**src/rtl/crp16_boot_loader_pkg.sv**
```systemverilog
// crp16_boot_loader_pkg: shared state encoding and widths for the program loader
package crp16_boot_loader_pkg;
  localparam int WORD_W = 16;
  localparam int BYTE_W = 8;
  localparam int CSUM_W = 8;
  typedef enum logic [2:0] {
    ST_CNT_LO, ST_CNT_HI, ST_DATA_LO, ST_DATA_HI, ST_WRITE, ST_CSUM, ST_RUN, ST_ERROR
  } state_t;
endpackage

```
**src/rtl/crp16_boot_loader_if.sv**
```systemverilog
// crp16_boot_loader_if: host byte link plus RAM port A as seen by the loader
interface crp16_boot_loader_if;
  import crp16_boot_loader_pkg::*;
  logic [BYTE_W-1:0] byte_in;
  logic byte_valid;
  logic byte_ready;
  logic [WORD_W-1:0] ram_address_a;
  logic [WORD_W-1:0] ram_data_a;
  logic ram_wren_a;
  logic [WORD_W-1:0] ram_q_a;
  modport slave (
    input byte_in, byte_valid, ram_q_a,
    output byte_ready, ram_address_a, ram_data_a, ram_wren_a
  );
  modport master (
    output byte_in, byte_valid, ram_q_a,
    input byte_ready, ram_address_a, ram_data_a, ram_wren_a
  );
endinterface

```
**src/rtl/crp16_boot_loader_byte_assembler.sv**
```systemverilog
// crp16_boot_loader_byte_assembler: joins a little-endian byte pair into a word with a valid strobe
module crp16_boot_loader_byte_assembler
  import crp16_boot_loader_pkg::*;
(
  input  logic clock,
  input  logic reset,
  input  logic [BYTE_W-1:0] byte_in,
  input  logic lo_en,
  input  logic hi_en,
  output logic [WORD_W-1:0] word,
  output logic word_valid
);
  logic [BYTE_W-1:0] lo, hi;
  always_ff @(posedge clock) begin
    if (reset) begin
      lo <= '0;
      hi <= '0;
      word_valid <= 1'b0;
    end else begin
      if (lo_en) lo <= byte_in;
      if (hi_en) hi <= byte_in;
      word_valid <= hi_en;
    end
  end
  assign word = {hi, lo};
endmodule

```
**src/rtl/crp16_boot_loader.sv**
```systemverilog
// crp16_boot_loader: receives a framed program image into RAM port A, then releases the core
module crp16_boot_loader
  import crp16_boot_loader_pkg::*;
#(
  parameter logic [WORD_W-1:0] LOAD_BASE = 16'h0000
) (
  input  logic clock,
  input  logic reset,
  crp16_boot_loader_if.slave bus,
  input  logic load_req,
  output logic cpu_reset,
  input  logic [WORD_W-1:0] cpu_address_a,
  output logic [WORD_W-1:0] cpu_q_a,
  output logic loading,
  output logic load_error
);
  state_t state;
  logic [WORD_W-1:0] count, index, word;
  logic [CSUM_W-1:0] csum;
  logic accept, word_valid, run;
  assign run = state == ST_RUN;
  assign loading = state inside {ST_CNT_LO, ST_CNT_HI, ST_DATA_LO, ST_DATA_HI, ST_WRITE, ST_CSUM};
  assign bus.byte_ready = loading && state != ST_WRITE;
  assign accept = bus.byte_valid && bus.byte_ready;
  // RUN hands port A to the core's fetch; the read path stays combinational
  assign bus.ram_address_a = run ? cpu_address_a : LOAD_BASE + index;
  assign bus.ram_data_a = word;
  assign bus.ram_wren_a = state == ST_WRITE && word_valid;
  assign cpu_q_a = run ? bus.ram_q_a : '0;
  crp16_boot_loader_byte_assembler u_asm (
    .clock(clock),
    .reset(reset),
    .byte_in(bus.byte_in),
    .lo_en(accept && state == ST_DATA_LO),
    .hi_en(accept && state == ST_DATA_HI),
    .word(word),
    .word_valid(word_valid)
  );
  always_ff @(posedge clock) begin
    if (reset) begin
      state <= ST_CNT_LO;
      count <= '0;
      index <= '0;
      csum <= '0;
      cpu_reset <= 1'b1;
      load_error <= 1'b0;
    end else begin
      case (state)
        ST_CNT_LO: if (accept) begin
          count[7:0] <= bus.byte_in;
          state <= ST_CNT_HI;
        end
        ST_CNT_HI: if (accept) begin
          count[15:8] <= bus.byte_in;
          state <= {bus.byte_in, count[7:0]} == '0 ? ST_CSUM : ST_DATA_LO;
        end
        ST_DATA_LO: if (accept) begin
          csum <= csum + bus.byte_in;
          state <= ST_DATA_HI;
        end
        ST_DATA_HI: if (accept) begin
          csum <= csum + bus.byte_in;
          state <= ST_WRITE;
        end
        ST_WRITE: begin
          index <= index + 16'd1;
          state <= index + 16'd1 == count ? ST_CSUM : ST_DATA_LO;
        end
        ST_CSUM: if (accept) begin
          state <= bus.byte_in == csum ? ST_RUN : ST_ERROR;
          cpu_reset <= bus.byte_in != csum;
          load_error <= bus.byte_in != csum;
        end
        ST_RUN, ST_ERROR: if (load_req) begin
          state <= ST_CNT_LO;
          count <= '0;
          index <= '0;
          csum <= '0;
          cpu_reset <= 1'b1;
          load_error <= 1'b0;
        end
        default: state <= ST_CNT_LO;
      endcase
    end
  end
endmodule

```
**src/flat_wrapper.sv**
```systemverilog
// flat-port wrapper written by rule: the top's interface ports become plain ports
module crp16_boot_loader_flat import crp16_boot_loader_pkg::*;
#(
  parameter logic [WORD_W-1:0] LOAD_BASE = 16'h0000
)
  (clock, reset, load_req, cpu_reset, cpu_address_a, cpu_q_a, loading, load_error, bus_byte_in, bus_byte_valid, bus_ram_q_a, bus_byte_ready, bus_ram_address_a, bus_ram_data_a, bus_ram_wren_a);
  crp16_boot_loader_if bus_i ();
  input  logic clock;
  input  logic reset;
  input  logic load_req;
  output logic cpu_reset;
  input  logic [WORD_W-1:0] cpu_address_a;
  output logic [WORD_W-1:0] cpu_q_a;
  output logic loading;
  output logic load_error;
  input wire logic [$bits(bus_i.byte_in)-1:0] bus_byte_in;
  input wire logic [$bits(bus_i.byte_valid)-1:0] bus_byte_valid;
  input wire logic [$bits(bus_i.ram_q_a)-1:0] bus_ram_q_a;
  output wire logic [$bits(bus_i.byte_ready)-1:0] bus_byte_ready;
  output wire logic [$bits(bus_i.ram_address_a)-1:0] bus_ram_address_a;
  output wire logic [$bits(bus_i.ram_data_a)-1:0] bus_ram_data_a;
  output wire logic [$bits(bus_i.ram_wren_a)-1:0] bus_ram_wren_a;
  assign bus_i.byte_in = bus_byte_in;
  assign bus_i.byte_valid = bus_byte_valid;
  assign bus_i.ram_q_a = bus_ram_q_a;
  assign bus_byte_ready = bus_i.byte_ready;
  assign bus_ram_address_a = bus_i.ram_address_a;
  assign bus_ram_data_a = bus_i.ram_data_a;
  assign bus_ram_wren_a = bus_i.ram_wren_a;
  crp16_boot_loader #(.LOAD_BASE(LOAD_BASE)) u_core (.clock(clock), .reset(reset), .bus(bus_i), .load_req(load_req), .cpu_reset(cpu_reset), .cpu_address_a(cpu_address_a), .cpu_q_a(cpu_q_a), .loading(loading), .load_error(load_error));
endmodule
```
**config.mk**
```make
export PLATFORM = sky130hd
export DESIGN_NAME = crp16_boot_loader_flat
export DESIGN_NICKNAME = d
export VERILOG_FILES = /design/src/rtl/crp16_boot_loader_pkg.sv /design/src/rtl/crp16_boot_loader_if.sv /design/src/rtl/crp16_boot_loader_byte_assembler.sv /design/src/rtl/crp16_boot_loader.sv /design/src/flat_wrapper.sv
export SDC_FILE = /design/constraint.sdc
export NUM_CORES = 1
export LEC_CHECK = 0
export ABC_AREA = 0
export CORE_MARGIN = 1.5
export CORE_UTILIZATION = 49
export CTS_CLUSTER_DIAMETER = 150
export DETAILED_ROUTE_END_ITERATION = 10
export PLACE_DENSITY = 0.91
export SLEW_MARGIN = 20
export SYNTH_ARGS = -nofsm -noshare
export SYNTH_HDL_FRONTEND = slang
export SYNTH_SLANG_ARGS = --single-unit
export TNS_END_PERCENT = 100
```
**constraint.sdc**
```tcl
create_clock -name clock -period 2.8 [get_ports clock]
set_clock_uncertainty 0.15 [all_clocks]
set_input_delay 0.28 -clock clock [delete_from_list [all_inputs] [get_ports clock]]
set_output_delay 0.28 -clock clock [all_outputs]
set_load 0.05 [all_outputs]
```
* Word level (Yosys, flattened, before mapping)
Index checks and enable logic that the tools add are counted.
Cells by class: add/subtract/negate cells 2, muxes and demuxes 25, eq/ne operators 18, reduce and logical (&&, ||, !) cells 21
Operator list (number):
- $mux 16 | 3
- $pmux 8 s2 | 3
- $pmux 16 s2 | 1
- $mux 3 | 8
- $mux 8 | 3
- $pmux 3 s7 | 1
- $add 16x1->16 const B | 1
- $eq 16x16->1 | 1
- $logic_not 16->1 | 1
- $eq 3x3->1 const B | 4
- $ne 2x1->1 const B | 6
- $reduce_and 3->1 | 4
- $reduce_bool 2->1 | 5
- $add 8x8->8 | 1
- $eq 8x8->1 | 1
- $ne 8x8->1 | 1
- $eq 3x2->1 const B | 2
- $reduce_and 6->1 | 1
- $reduce_bool 6->1 | 1
- $logic_and 1x1->1 | 5
- $mux 1 | 4
- $pmux 1 s2 | 2
- $reduce_or 2->1 | 2
- $eq 3x1->1 const B | 1
- other kinds (4) | 4
Word-level totals: output and inout port bits 53, register bits after elaboration 62, logic and storage cells 76, input bits 44

* Depth between registers and ports, before layout
Gate-level depths: netlist of run 1.
depth in word-level cells 6, mapped depth 9, gate-level depth less buffers 8

* Modules after synthesis
Synthesis of run 1 repeated with hierarchy kept, for this count alone.
Second synthesis, totals: cell total of the unflattened synthesis 470, area, all modules 3752.3 sq um
Modules (own cells, without submodules):
- crp16_boot_loader | area each 3144.3 sq um, sequential area each 900.9 sq um, instances 1, cells an instance 416
- crp16_boot_loader_byte_assembler | area each 608.1 sq um, sequential area each 340.3 sq um, instances 1, cells an instance 54

* Worst setup path before layout of run 1
OpenSTA, ideal clock, no wires.
path kind reg-to-output, from reg u_core.state[1], to out bus_ram_address_a[3], cell stages (with the launch flop) 7, path buffers 2, arrival 2.100 ns, setup slack 0.270 ns, data required time 2.370 ns, path through dfxtp_1 > and2_0 > clkbuf_1 > inv_2 > nor2_2 > buf_2 > o21ai_0
On the way: cells in the longest elaborated chain, start to end 2
RTL lines:
- from (decl) | RTL line crp16_boot_loader.sv:17 | state_t state;
- from (signal assigned) | RTL line crp16_boot_loader.sv:55 | state <= {bus.byte_in, count[7:0]} == '0 ? ST_CSUM : ST_DATA_LO;
- from (signal assigned) | RTL line crp16_boot_loader.sv:67 | state <= index + 16'd1 == count ? ST_CSUM : ST_DATA_LO;
- from (signal assigned) | RTL line crp16_boot_loader.sv:70 | state <= bus.byte_in == csum ? ST_RUN : ST_ERROR;
- $eq 3x3->1 | RTL line crp16_boot_loader.sv:21 | assign run = state == ST_RUN;
- $mux 16 | RTL line crp16_boot_loader.sv:26 | assign bus.ram_address_a = run ? cpu_address_a : LOAD_BASE + index;
- to (decl) | RTL line flat_wrapper.sv:20 | output wire logic [$bits(bus_i.ram_address_a)-1:0] bus_ram_address_a;
No other way between the ends.

* Final worst setup path of run 1
from reg u_core.state[0], to out bus_byte_ready
On the way: cells in the longest elaborated chain, start to end 3, elaborated cells on any way between the ends 9, classes of those cells eq/ne: 6; reduce/logical: 3
RTL lines:
- $eq 3x1->1, or another cell as far along | RTL line crp16_boot_loader.sv:22 | assign loading = state inside {ST_CNT_LO, ST_CNT_HI, ST_DATA_LO, ST_DATA_HI, ST_WRITE, ST_CSUM};
- $reduce_bool 6->1 | RTL line crp16_boot_loader.sv:22
- $logic_and 1x1->1 (*) | RTL line crp16_boot_loader.sv:23 | assign bus.byte_ready = loading && state != ST_WRITE;
- to (decl) | RTL line flat_wrapper.sv:19 | output wire logic [$bits(bus_i.byte_ready)-1:0] bus_byte_ready;
Every way passes the cells marked *; elsewhere a longest branch is shown, timed or not.

==> results.tsv, run 1 <==
metric	value	unit
status	complete, no violations	
port_buffers	96	
yosys.area_share.adder	3.230	%
worst_pin_slew	807.5	ps
clkSinkCount	62	
postSynthCellCount	500	
fin_tns_setup	0	ps
ios	97	
worstReg2RegEnd	u_core.state[0]	
synth.most_common_cell	nor2_1	
cts_tree	built	
syn_area_per_cell	7.437	sq um
place_ws	230.4	ps
hp-start	u_core.u_asm.lo[1]	
firstDrtPassIters	5	
ff2ff_setup_slack	420	ps
core_area	7292	sq um
maxSlewViolCount	0	
synth_mux_area_share	3.937	%
ys_types	51	
setup_viol	0	
vias	4051	
path_clk_slew	60	ps
wl	10800	um
area_growth	36.81	%
crit_type	reg -> out	
root_buffer	clkbuf_8	
rows	31	
synth_compound_area_share	17.87	%
cellPowerDensity	401.8	nW/um^2
fin_crit	2604	ps
routabilityCongestion	0.8745	
synth_area_leaders	dfxtp_1 33%, nor2_1 7.8%, a21oi_1 7.3%, nand2_1 6.7%, xnor2_1 4.5%	
clockBufferDepth	2	
synth_nets	553	
dp_hpwl	7967	um
htree_levels	3	
p_leak	0.002009	uW
dieWidth	90.12	um
antennaDiodeCount	0	
grt_pass1_vias	3702	
hold_path.class	reg -> reg	
r2r_cells	7	
cp.arrival	2170	ps
synthArstFlopShare	0	%
grt_max_degree	41	
routed_via_density	5.871	
final_antenna_net_count	0	
drive_gt1_share	14.55	%
antenna_found_initial	0	
holdPathStages	2	
synth-seq-cells	62	
synth-simple-area-share	30.35	%
fp.dieArea	8121	sq um
worstSetupEndpointType	output pin	
cap_violations	0	
die_h	90.12	um
grt_util_all_layers	26.76	%
crit_fanout	14	
relSlewSlack	45.60	%
seq_area_frac_synth	33.38	%
synth_edf_count	0	
synth_top_area_share	33.38	%
syn_area	3719	sq um
worstSetupStartpointType	flip-flop	
period_share	93.00	%
synthXorXnorAreaFrac	6.359	%
grt_setup_unrepaired	no	
fin_ws	196.1	ps
synth_warnings	0	
synth_top_flop_cell	dfxtp_1	
rr_startpoint	u_core.index[1]	
grt_pass1_wl	17800	um
fmax	384.0	MHz
min_to	u_core.u_asm.lo[1]	
synth_top_family_by_area	simple AND/OR/NAND/NOR gates	
yosys-top-cells-count	77 x nor2_1, 66 x nand2_1, 62 x dfxtp_1, 54 x a21oi_1, 21 x o21ai_0	
drc	0	
crit_required	2370	ps
drtIter0Drc	468	
layout.nets	641	
wire_per_inst	15.66	um
insertion_delay	350	ps
overflow	0	
cts_made_buffers	9	
vdd_drop_max	334.5	uV
start_util	51.00	%
hold_viol_final	0	
yosysTopAreaCell	dfxtp_1	
==> layout make-up <==
type / instances / area [sq um]
clock inverters: 1 / 5.005
well taps: 99 / 123.9
repair buffers: 109 / 1209
fillers: 559 / 2205
clock buffers: 13 / 168.9
multi-input cells: 395 / 2296
inverters: 11 / 41.29
flip-flops and latches: 62 / 1244
==> cells by family after synthesis <==
family | Yosys count
simple gates | 234
fa+ha+maj | 9
mux | 13
buf+inv | 43
compound gates | 112
flops | 62
xor+xnor | 27
==> cell usage in the layout (no fill, tap or decap), types with 2 or more instances in the layout <==
cell / n
nor2_1: 77
nand2_1: 66
clkdlybuf4s50_1: 62
dfxtp_1: 60
a21oi_1: 54
buf_4: 27
o21ai_0: 21
xnor2_1: 19
buf_12: 19
nor3_1: 18
and3_1: 17
nand3_1: 14
mux2_2: 13
clkbuf_8: 12
inv_1: 10
nor4_1: 9
xor2_1: 8
ha_1: 8
a22oi_1: 6
nand3b_1: 6
a31oi_1: 6
a311oi_1: 5
and2_1: 4
a211oi_1: 4
a211o_1: 4
nand2b_1: 3
nor2b_1: 3
nand4_1: 3
o21bai_1: 3
o22ai_1: 2
o211ai_1: 2
or2_2: 2
nor4b_1: 2
dfxtp_2: 2
==> flip-flops by register name (all words and copies together), names as in the netlist <==
signal	count
u_core.count	16
u_core.cpu_reset	1
u_core.csum	8
u_core.index	16
u_core.load_error	1
u_core.state	3
u_core.u_asm.hi	8
u_core.u_asm.lo	8
u_core.u_asm.word_valid	1
==> worst max-delay path by stage <==
stage	start	endpoint	slack, ps	cells after the start
2_1_floorplan	u_core.state[1]	bus_ram_address_a[3]	270	6
3_3_place_gp	bus_byte_in[0]	u_core.csum[6]	330	8
3_5_place_dp	bus_byte_in[0]	u_core.csum[6]	230	8
4_1_cts	u_core.state[1]	bus_ram_address_a[10]	110	6
5_1_grt	u_core.state[0]	bus_byte_ready	110	4
6_report	u_core.state[0]	bus_byte_ready	200	4
==> per-stage QoR <==
step           instances  hold slack [ps]  utilization (%)  cell area [sq um]  power [uW]
5_1_grt              690            332.7            69.77               5087        2132
2_1_floorplan        500            266.0                -               3719        1195
3_3_place_gp         676            292.8            67.35               4911        1325
4_1_cts              690            304.9            69.73               5085        2046
6_report             690            305.4            69.77               5087        2044
3_5_place_dp         676            299.5            67.35               4911        1342
==> critical path: stages, from the launching register on <==
cell	delay (ps)
dfxtp_1	610
nand2b_1	100
and2_1	210
inv_1	90
clkdlybuf4s50_1	820
==> per-layer routing <==
metal  share of wire, %  track usage [%]  wire (um)
met1                 41            33.39       4410
met5                  0                0          0
met4                3.3            12.70        357
met2                 47            43.31       5075
met3                8.9            6.430        959
==> where the power goes <==
part           leakage [uW]  internal (uW)  switching (uW)  total (uW)
logic               0.00141            167             207         374
clock network     0.0000914            383             329         712
registers          0.000503            916            41.8         958
==> repair_timing <==
action | 4_1_cts | 5_1_grt
setup buffers | 0 | 0
hold buffers | 0 | 0
endpoints found under the hold margin | 0 | 0
setup endpoints to repair | 0 | 13
gates resized for setup | 0 | 2
No activity file was read; power rests on OpenSTA's default activity.
==> run 2: changes to the inputs <==
--- a/config.mk
+++ b/config.mk
@@ -7,10 +7,10 @@
 export LEC_CHECK = 0
 export ABC_AREA = 0
 export CORE_MARGIN = 1.5
-export CORE_UTILIZATION = 49
+export CORE_UTILIZATION = 48
 export CTS_CLUSTER_DIAMETER = 150
 export DETAILED_ROUTE_END_ITERATION = 10
-export PLACE_DENSITY = 0.91
+export PLACE_DENSITY = 0.9
 export SLEW_MARGIN = 20
 export SYNTH_ARGS = -nofsm -noshare
 export SYNTH_HDL_FRONTEND = slang
==> run 2 against run 1 <==
Against the previous run:
- power is 4.5% lower
- combinational power is 2% higher
- maximum frequency is 2.0% lower
- via count is 0.44% lower
- critical path depth stayed put
- first-iteration DRC count is 17% lower
- non-clock buffer count is 2 higher
- flip-flop and latch count stayed put
- count of clock-buffer cells in the layout is 2 lower
- register-to-register slack worse by 20 ps
- highest routed layer unchanged
==> results.tsv, run 2 (synthesized netlist as in run 1, its figures left out) <==
metric	value	unit	change
drtIter0Drc	389		was 468
fin_crit	2657	ps	was 2604 ps
antenna_found_initial	0		unchanged
holdPathStages	2		unchanged
wire_per_inst	15.96	um	was 15.66 um
layout.cells.most_common	nor2_1		unchanged
insertion_delay	340	ps	was 350 ps
period_share	94.89	%	was 93.00%
routabilityCongestion	0.8981		was 0.8745
cp.arrival	2230	ps	was 2170 ps
dieWidth	91.02	um	was 90.12 um
use_met1	33.61	%	was 33.39%
grt_max_degree	40		was 41
layout_common_cells	77 x nor2_1, 66 x nand2_1, 62 x clkdlybuf4s50_1, 62 x dfxtp_1, 54 x a21oi_1		was 77 x nor2_1, 66 x nand2_1, 62 x clkdlybuf4s50_1, 60 x dfxtp_1, 54 x a21oi_1
status	complete, no violations		unchanged
vias	4033		was 4051
fin_tns_setup	0	ps	unchanged
ctsResizeCount	0		unchanged
cap_violations	0		unchanged
grt_util_all_layers	26.90	%	was 26.76%
final_antenna_net_count	0		unchanged
worstPathCellList	nand2b_1 > and2_1 > inv_1 > clkdlybuf4s50_1		unchanged
dp_hpwl	7876	um	was 7967 um
place_ws	196.5	ps	was 230.4 ps
fmax	376.4	MHz	was 384.0 MHz
path_clk_slew	60	ps	about the same
hold_buffers	0		unchanged
hold_path.class	in -> reg		was reg -> reg
worst_pin_slew	813.7	ps	was 807.5 ps
overflow	0		unchanged
slowest_stage	clkdlybuf4s50_1		unchanged
grt.busiest_layer	met2		unchanged
layout.nets	643		was 641
cellPowerDensity	386.1	nW/um^2	was 401.8 nW/um^2
drive_gt1_share	13.90	%	was 14.55%
vdd_drop_max	319.6	uV	was 334.5 uV
postCtsSetupBuffers	0		unchanged
crit_fanout	14		unchanged
grt_pass1_wl	18100	um	was 17800 um
port_buffers	96		unchanged
root_buffer	clkbuf_8		unchanged
met3_usage	5.193	%	was 6.430%
hold_viol_final	0		unchanged
grt_pass1_vias	3813		was 3702
largest_registers	u_core.count x16, u_core.index x16		unchanged
routed_via_density	5.853		was 5.871
start_util	50.46	%	was 51.00%
crit_type	reg -> out		unchanged
setup_viol	0		unchanged
relSlewSlack	45.18	%	was 45.60%
firstDrtPassIters	6		was 5
maxSlewViolCount	0		unchanged
rows	31		unchanged
clkSinkCount	62		unchanged
wl	10990	um	was 10800 um
core_area	7370	sq um	was 7292 sq um
htree_levels	3		unchanged
die_h	91.02	um	was 90.12 um
worstSetupStartpointType	flip-flop		unchanged
met2_usage	44.09	%	was 43.31%
cts_made_buffers	9		unchanged
fp.dieArea	8284	sq um	was 8121 sq um
grt_setup_unrepaired	no		unchanged
area_growth	36.00	%	was 36.81%
antennaDiodeCount	0		unchanged
crit_required	2370	ps	about the same
p_leak	0.001994	uW	was 0.002009 uW
fin_ws	143.1	ps	was 196.1 ps
ios	97		unchanged
cts_tree	built		unchanged
drc	0		unchanged
cp_slowest_stage_delay	820	ps	about the same
worstSetupEndpointType	output pin		unchanged
clockBufferDepth	2		unchanged
r2r_cells	7		unchanged
[run 2: cell types whose count changed in the layout (fill, tap and decap cells not counted), sizes merged]
cell	delta
clkbuf	-2
clkinv	-1
buf	+2
[run 2: through the flow]
step	hold WS (ps)	area, sq um	total power [uW]	std cells	utilization (%)
after floorplan	266.0	3719	1195	500	-
after global placement	291.7	4926	1329	678	66.84
after detailed placement	298.4	4926	1343	678	66.84
after CTS	279.7	5057	1940	689	68.62
after global routing	306.0	5057	2032	689	68.62
final	266.6	5057	1952	689	68.62
[run 2: report_power, final]
group          total (uW)  switching, uW  leakage (uW)  internal, uW
clock                 616            319     0.0000671           297
combinational         383            212       0.00143           170
sequential            954           37.7      0.000502           916
total                1950            569       0.00199          1380
[run 2: worst max-delay path: cells and delay by family (launching register included)]
kind / cells / cell delay [ps]
buf+inv: 2 / 940
flops: 1 / 630
simple gates: 2 / 320
[run 2: area by class of cell]
| type | instances | area, sq um |
|---|---|---|
| inverter | 11 | 41.29 |
| clock buffer | 11 | 131.4 |
| tap | 99 | 123.9 |
| multi-input combinational | 395 | 2296 |
| sequential | 62 | 1241 |
| fill | 571 | 2312 |
| timing repair buffer | 111 | 1224 |
[run 2: worst paths after layout]
path	start	end	slack, ps
worst max-delay path	u_core.state[0]	bus_byte_ready	140
worst min-delay path	reset	u_core.csum[4]	270
worst max register to register	u_core.index[1]	u_core.state[0]	400
worst min register to register	u_core.u_asm.hi[6]	u_core.u_asm.hi[6]	310
[run 2: layer usage]
layer | share of wire, % | routed length, um
met1 | 41 | 4505
met2 | 47 | 5164
met3 | 9.2 | 1012
met4 | 2.8 | 311
met5 | 0 | 0
